===== src/rtl/key_event_filter.sv =====
// key_event_filter
//   Debounces one raw push-button and turns it into clean single-cycle
//   events: press, release and long-press. One instance per button.
//   Optional macro AUTO_REPEAT_EN: after long_pulse, press_pulse repeats
//   every REPEAT_CYCLES cycles while the key stays held.
// Ports
//   clk           in  system clock
//   rst           in  synchronous active-high reset
//   key_in        in  raw asynchronous button level
//   key_level     out debounced pressed level (1 = pressed)
//   press_pulse   out 1-cycle pulse on accepted press (and repeats)
//   release_pulse out 1-cycle pulse on accepted release
//   long_pulse    out 1-cycle pulse, at most one per press
module key_event_filter #(
   parameter int DEBOUNCE_CYCLES = 1_000_000,
   parameter int LONG_CYCLES     = 50_000_000,
   parameter int REPEAT_CYCLES   = 10_000_000,
   parameter int ACTIVE_LOW      = 1
) (
   input  logic clk,
   input  logic rst,
   input  logic key_in,
   output logic key_level,
   output logic press_pulse,
   output logic release_pulse,
   output logic long_pulse
);

   localparam int DBW = $clog2(DEBOUNCE_CYCLES);
   localparam int HW  = (LONG_CYCLES > 1) ? $clog2(LONG_CYCLES) : 1;
   localparam logic [DBW-1:0] DB_MAX   = DBW'(DEBOUNCE_CYCLES - 1);
   localparam logic [HW-1:0]  HOLD_MAX = HW'(LONG_CYCLES - 1);
   localparam logic INACTIVE = (ACTIVE_LOW != 0) ? 1'b1 : 1'b0;

   typedef enum logic [1:0] {IDLE, DB_PRESS, HELD, DB_RELEASE} state_t;

   state_t         state_q, state_d;
   logic           s1_q, s2_q;
   logic [DBW-1:0] db_q, db_d;
   logic [HW-1:0]  hold_q, hold_d;
   logic           long_done_q, long_done_d;
   logic           level_q, level_d;
   logic           press_q, press_d;
   logic           rel_q, rel_d;
   logic           long_q, long_d;
   logic           active;

`ifdef AUTO_REPEAT_EN
   localparam int RW = (REPEAT_CYCLES > 1) ? $clog2(REPEAT_CYCLES) : 1;
   localparam logic [RW-1:0] REP_MAX = RW'(REPEAT_CYCLES - 1);
   logic [RW-1:0] rep_q, rep_d;
`endif

   assign active = (ACTIVE_LOW != 0) ? ~s2_q : s2_q;

   always_ff @(posedge clk) begin
      if (rst) begin
         // synchronizer parks at the released level so a held key re-debounces
         s1_q        <= INACTIVE;
         s2_q        <= INACTIVE;
         state_q     <= IDLE;
         db_q        <= '0;
         hold_q      <= '0;
         long_done_q <= 1'b0;
         level_q     <= 1'b0;
         press_q     <= 1'b0;
         rel_q       <= 1'b0;
         long_q      <= 1'b0;
`ifdef AUTO_REPEAT_EN
         rep_q       <= '0;
`endif
      end else begin
         s1_q        <= key_in;
         s2_q        <= s1_q;
         state_q     <= state_d;
         db_q        <= db_d;
         hold_q      <= hold_d;
         long_done_q <= long_done_d;
         level_q     <= level_d;
         press_q     <= press_d;
         rel_q       <= rel_d;
         long_q      <= long_d;
`ifdef AUTO_REPEAT_EN
         rep_q       <= rep_d;
`endif
      end
   end

   always_comb begin
      state_d     = state_q;
      db_d        = db_q;
      hold_d      = hold_q;
      long_done_d = long_done_q;
      level_d     = level_q;
      press_d     = 1'b0;
      rel_d       = 1'b0;
      long_d      = 1'b0;
`ifdef AUTO_REPEAT_EN
      rep_d       = rep_q;
`endif

      // hold time keeps running through release debounce, so a long press
      // can still be reported while a release is being confirmed
      if (state_q == HELD || state_q == DB_RELEASE) begin
         if (hold_q != HOLD_MAX) begin
            hold_d = hold_q + 1'b1;
         end else if (!long_done_q) begin
            long_d      = 1'b1;
            long_done_d = 1'b1;
         end
      end

`ifdef AUTO_REPEAT_EN
      // long_done_q is only set the cycle after long_pulse, so a repeat
      // can never land on the same cycle as it
      if (state_q == HELD && long_done_q) begin
         if (rep_q == REP_MAX) begin
            rep_d   = '0;
            press_d = 1'b1;
         end else begin
            rep_d = rep_q + 1'b1;
         end
      end
`endif

      case (state_q)
         IDLE: begin
            if (active) begin
               state_d = DB_PRESS;
               db_d    = '0;
            end
         end
         DB_PRESS: begin
            if (!active) begin
               state_d = IDLE;
            end else if (db_q == DB_MAX) begin
               state_d     = HELD;
               level_d     = 1'b1;
               press_d     = 1'b1;
               hold_d      = '0;
               long_done_d = 1'b0;
`ifdef AUTO_REPEAT_EN
               rep_d       = '0;
`endif
            end else begin
               db_d = db_q + 1'b1;
            end
         end
         HELD: begin
            if (!active) begin
               state_d = DB_RELEASE;
               db_d    = '0;
            end
         end
         DB_RELEASE: begin
            if (active) begin
               state_d = HELD;
            end else if (db_q == DB_MAX) begin
               state_d     = IDLE;
               level_d     = 1'b0;
               rel_d       = 1'b1;
               long_done_d = 1'b0;
`ifdef AUTO_REPEAT_EN
               rep_d       = '0;
`endif
            end else begin
               db_d = db_q + 1'b1;
            end
         end
         default: state_d = IDLE;
      endcase
   end

   assign key_level     = level_q;
   assign press_pulse   = press_q;
   assign release_pulse = rel_q;
   assign long_pulse    = long_q;

endmodule

===== config.mk =====
export PLATFORM = sky130hd
export DESIGN_NAME = key_event_filter
export DESIGN_NICKNAME = d
export VERILOG_FILES = /design/src/rtl/key_event_filter.sv
export SDC_FILE = /design/constraint.sdc
export NUM_CORES = 1
export LEC_CHECK = 0
export BUFFER_PORTS_ARGS = -buffer_cell sky130_fd_sc_hd__buf_2
export CELL_PAD_IN_SITES_DETAIL_PLACEMENT = 1
export CELL_PAD_IN_SITES_GLOBAL_PLACEMENT = 1
export CORE_ASPECT_RATIO = 1.75
export CORE_MARGIN = 1.5
export CORE_UTILIZATION = 40
export DETAILED_ROUTE_END_ITERATION = 12
export GPL_TIMING_DRIVEN = 0
export HOLD_SLACK_MARGIN = 0.06
export PLACE_DENSITY_LB_ADDON = 0.1
export SYNTH_ARGS = -nofsm -noshare
export SYNTH_HDL_FRONTEND = slang
export SYNTH_SLANG_ARGS = --single-unit

===== constraint.sdc =====
create_clock -name clk -period 6 [get_ports clk]
set_clock_uncertainty 0.05 [all_clocks]
set_input_delay 0.6 -clock clk [delete_from_list [all_inputs] [get_ports clk]]
set_output_delay 0.6 -clock clk [all_outputs]
set_load 0.02 [all_outputs]

* After elaboration in Yosys (flattened, before gate mapping)
Cells that the tools add are included.
Storage, ports and cells: bits in latches 0, bits of input ports 3, flip-flop bits (word level) 55, logic and storage cells 69, memory bits (writable) 0, output and inout bits 4, bits in read-only memories 0, memories kept 0
Operators by class: multiply operators 0, muxes and demuxes 31, shift operators 0, add/subtract/negate cells 2, bitwise operators 4, reduce and logical (&&, ||, !) cells 9, order comparisons 0, eq/ne operators 13, divide/modulo/power cells 0
Operators by type and width (count):
- 26-bit two-way mux | 5
- 20-bit two-way mux | 5
- 20-bit one-hot mux with 4 select lines | 1
- 26-bit by 1-bit adder with 26-bit output, second input constant | 1
- 26-bit != test, second input constant | 1
- 20-bit by 1-bit adder with 20-bit output, second input constant | 1
- 20-bit == test, second input constant | 1
- 2-bit two-way mux | 6
- 1-bit two-way mux | 11
- 2-bit != test, second input constant | 5
- 3-bit OR reduction | 3
- 2-bit one-hot mux with 4 select lines | 1
- 4-bit AND reduction | 2
- 5-bit AND reduction | 1
- 2-bit == test, second input constant | 2
- 1-bit inverter | 4
- 1-bit one-hot mux with 2 select lines | 2
- 3-bit by 2-bit != test with 1-bit output, second input constant | 1
- 3-bit != test, second input constant | 1
- 2-bit by 1-bit == test with 1-bit output, second input constant | 1
- 2-bit logical NOT | 1
- 2-bit by 1-bit != test with 1-bit output, second input constant | 1
- 2-bit nonzero test | 1
- 1-bit logical OR | 1

* Longest topological paths before layout
depth after elaboration 6, depth in mapped cells 7, mapped depth without buffers 6

* Worst setup path before layout
Ideal clock, no wire load.
kind register to register, start point register hold_q[8], end point register hold_q[1], library setup time 0.115 ns, period minus slack after synthesis 2.075 ns, arrival time 1.910 ns, path buffers 1, cell stages (with the launch flop) 7, data required time 5.835 ns, slack 3.925 ns, path through dfxtp_1 or4_1 or4_4 o21ai_4 buf_6 mux2i_1 nor2_2
On the way: cells in the longest elaborated chain, start to end 6
Ends and longest elaborated chain:
- start, declared | line 40 | logic [HW-1:0] hold_q, hold_d;
- start signal, assigned | line 77 | hold_q <= hold_d;
- 26-bit != test * | line 105 | if (hold_q != HOLD_MAX) begin
- 26-bit two-way mux * | line 105
- 26-bit two-way mux * | line 104 | if (state_q == HELD || state_q == DB_RELEASE) begin
- 26-bit two-way mux | line 136 | end else if (db_q == DB_MAX) begin
- 26-bit two-way mux | line 134 | if (!active) begin
- 26-bit two-way mux * | line 126 | case (state_q)
Every way passes the cells marked *; elsewhere a longest branch is shown, timed or not. A chain may end at the register's enable or synchronous reset.

* Worst setup path in the final report
start point register db_q[11], end point register hold_q[15]
On the way: cells in the longest elaborated chain, start to end 4
Ends and longest elaborated chain:
- start, declared | line 39 | logic [DBW-1:0] db_q, db_d;
- start signal, assigned | line 62 | db_q <= '0;
- start signal, assigned | line 76 | db_q <= db_d;
- 20-bit == test | line 136
- 26-bit two-way mux | line 136
- 26-bit two-way mux | line 134
- 26-bit two-way mux | line 126
No other way between the ends.

==> results.md <==
- Status: finished, final reports clean
- Commonest non-fill, non-tap cell in the layout: dfxtp_1
- Required time worst endpoint: between 6000 and 7000 ps
- Asr flop ratio synth: 0%
- Maximum clock frequency: 0.432 GHz
- Top routing layer in use: met4
- CTS H-tree depth: 2
- Die footprint: 7140 um^2
- Gpl congestion: 0.815
- Nets@finish: about 300
- Final non-filler cell total: 384
- Top cells by area, synth: dfxtp_1 (42%), xor2_1 (6.3%), nor2_1 (5.8%)
- Worst-margin pin slew: 1070 ps
- CTS tree: built
- Final setup fails: 0
- Placement row count: 39
- Remaining DRCs: 0
- Synth Net Count: 293
- Placed insts: 376
- Core area: 6490 um^2
- # hold bufs at CTS: 0
- Routed Antenna Nets: 0
- Avg Cell Area, Syn: 9.20 um^2
- Setup bufs post-CTS: 0
- Gr usage total: 19.0%
- Worst setup SP type: flip-flop
- First-pass GRT wire length: 10700 um
- PostCTS Resize Cnt: 0
- Die W: 64.5 um
- Max Cap Violations: 0
- Fill cells: 777
- Initial antenna violation count: 0
- N_diodes: 0
- Register area: 1100 um^2
- IO buf count: 6
- CP Buf/Inv Count: 1
- Final worst path period share: between 30% and 40%
- IO Count: 7
- Fin crit period: 2310 ps
- Share of the synthesized area in the top cell type: 41.5%
- Vias/cell: 5.52
- Drt pass-1 iters: 4
- CP cell instances: or4b_4 > nor4_4 > nand3_4 > nand2_4 > buf_6 > a21oi_1
- Clk_lat worst skew: approximately 290 ps
- Critical path type: flip-flop to flip-flop
- Largest net degree at the start of global routing: 16
- Met2 routed WL: 3480 um
- Grt total ovfl: 0
- Worst-path clk slew: 70 ps
- Drt wl/cell: 15.9 um
- Syn. warnings: 0
- RSZ-0062 raised after global routing: false
- Met3 routed WL: 78 um
- CTS Buffer Depth: 2
- Rel. slew slack: between 20 and 30%
- Vias in the first global route: 2225
- Fraction of layout cells with a size suffix above 1: 16.6%
- R2r setup slk: 3690 ps
- Delay-heaviest family, CP: simple AND/OR/NAND/NOR gates
- Fin Setup TNS: 0 ps
- Ys flop type: dfxtp_1
- DIE HEIGHT: 111 um
- Mapped cell area: 2650 um^2
- Highest-delay cell along the critical path: nor4_4
- DP HPWL: between 4000 and 5000 um
- Post-Synthesis Cells: 288
- Wire length on met1: 2420 um
- Worst Path Arrival: 2440 ps
- Yosys top cell by area: dfxtp_1
- Sequential fraction of the synthesis area: 41.5%
- Multi-input logic area: 1470 um^2
- Area Overhead vs Synth: 10.2%
- TritonCTS Sinks: 55
- Total Wirelength: slightly above 6000 um
- Worst Path Max Fanout: 10
- Fin. max-slew vios: 0
- Synth cell types: 52
- Post-synth EDFFs: 0
- Crit. End Element: flip-flop
- Most frequent cells in the layout: dfxtp_1 (55), nor2_1 (41), xor2_1 (19)
- Critical Path Max Stage Delay: 640 ps
- Max IR drop VDD: 0.140 mV
- Leak Pwr: just under 1 nW
- CTS root buf: clkbuf_16
- Final hold vios: 0
- Drt first-iter violations: 75
- Initial Utilization: 40.8%
- PwrDens: approximately 230 nW/um^2
- Routed via count: 2118
- Flops & latches, synth: 55
- Hold/Removal Path Class: flip-flop to flip-flop
- CTS Buf Count: 5
-- worst register-to-register path, delay by kind of cell (launching register included) --
kind	cells	cell delay (ps)
AOI/OAI and AO/OA	1	60
buffers and inverters	1	180
DFF	1	340
and+or+nand+nor	4	1570
-- synthesized netlist by cell type, types with 2 or more instances --
master,instances
and3_1,6
inv_1,5
buf_6,4
or4_2,4
a21oi_1,11
a21oi_2,7
a211oi_1,3
xor2_1,19
nor4_1,7
dfxtp_1,55
nor3_1,3
o21ai_1,6
nand3_1,17
and4_1,6
or3_2,2
clkbuf_1,2
ha_1,2
or4_1,4
or2_2,5
nand2_1,16
or4b_4,2
nand4_1,12
o31ai_1,6
xnor2_1,13
nor2_1,41
or3_1,4
-- power breakdown --
group / leakage, nW / total (W) / internal, W / switching (W)
registers: 0.444 / 0.000368 / 0.000367 / 0.00000160
clock network: 0.0679 / 0.000286 / 0.000155 / 0.000131
logic: 0.450 / 0.0000175 / 0.00000553 / 0.0000120
total: 0.962 / 0.000672 / 0.000527 / 0.000145
-- per-layer routing --
layer	vias to the layer above	GRT usage (%)
met3	9	3.05
met5	-	0
li1	1068	-
met1	1033	20.3
met4	0	6.81
met2	8	36.0
-- kinds of logic (layout without fill, tap and decap cells) --
family                   count (synthesis)  after routing  share of synthesized area [%]
adder cells (fa/ha/maj)                  2              2                          0.944
multiplexers                             1              1                          0.378
flip-flops                              55             55                           41.5
AND/OR/NAND/NOR                        142            142                           31.4
AO/OA/AOI/OAI                           43             43                           12.1
XOR/XNOR                                32             32                           10.6
buffers and inverters                   13             27                           3.02
-- final cells by class --
class / instances / area share [%]
multi-input combinational: 220 / 50.3
clock buffer: 7 / 4.54
clock inverter: 1 / 0.171
tap: 82 / 3.51
buffer: 8 / 2.10
sequential: 55 / 37.7
timing repair buffer: 6 / 1.03
inverter: 5 / 0.643
-- final timing paths --
path	startpoint	end	cells past startpoint
max	db_q[11]$_SDFFE_PP0P_	hold_q[15]$_SDFF_PP0_	6
min	s1_q$_SDFF_PP1_	s2_q$_SDFF_PP1_	1
max reg2reg	db_q[11]$_SDFFE_PP0P_	hold_q[15]$_SDFF_PP0_	6
min reg2reg	s1_q$_SDFF_PP1_	s2_q$_SDFF_PP1_	1
-- through the flow --
step	hold WS [ps]	worst slack [ps]	power [W]	utilization [%]	cell area (um^2)
final	358	3690	0.000672	45.0	2920
after detailed placement	345	3680	0.000395	42.9	2780
after global routing	380	3540	0.000697	45.0	2920
after floorplan	339	3920	0.000389	-	2650
after global placement	342	3710	0.000395	42.9	2780
after CTS	362	3680	0.000682	45.0	2920
-- flip-flops by register name (all words and copies together), names as in the netlist, named ones only --
signal         count
s1_q               1
key_level          1
hold_q            26
state_q            1
long_done_q        1
press_pulse        1
db_q              20
s2_q               1
release_pulse      1
long_pulse         1
Note: power is estimated with default switching activity, not from simulation.
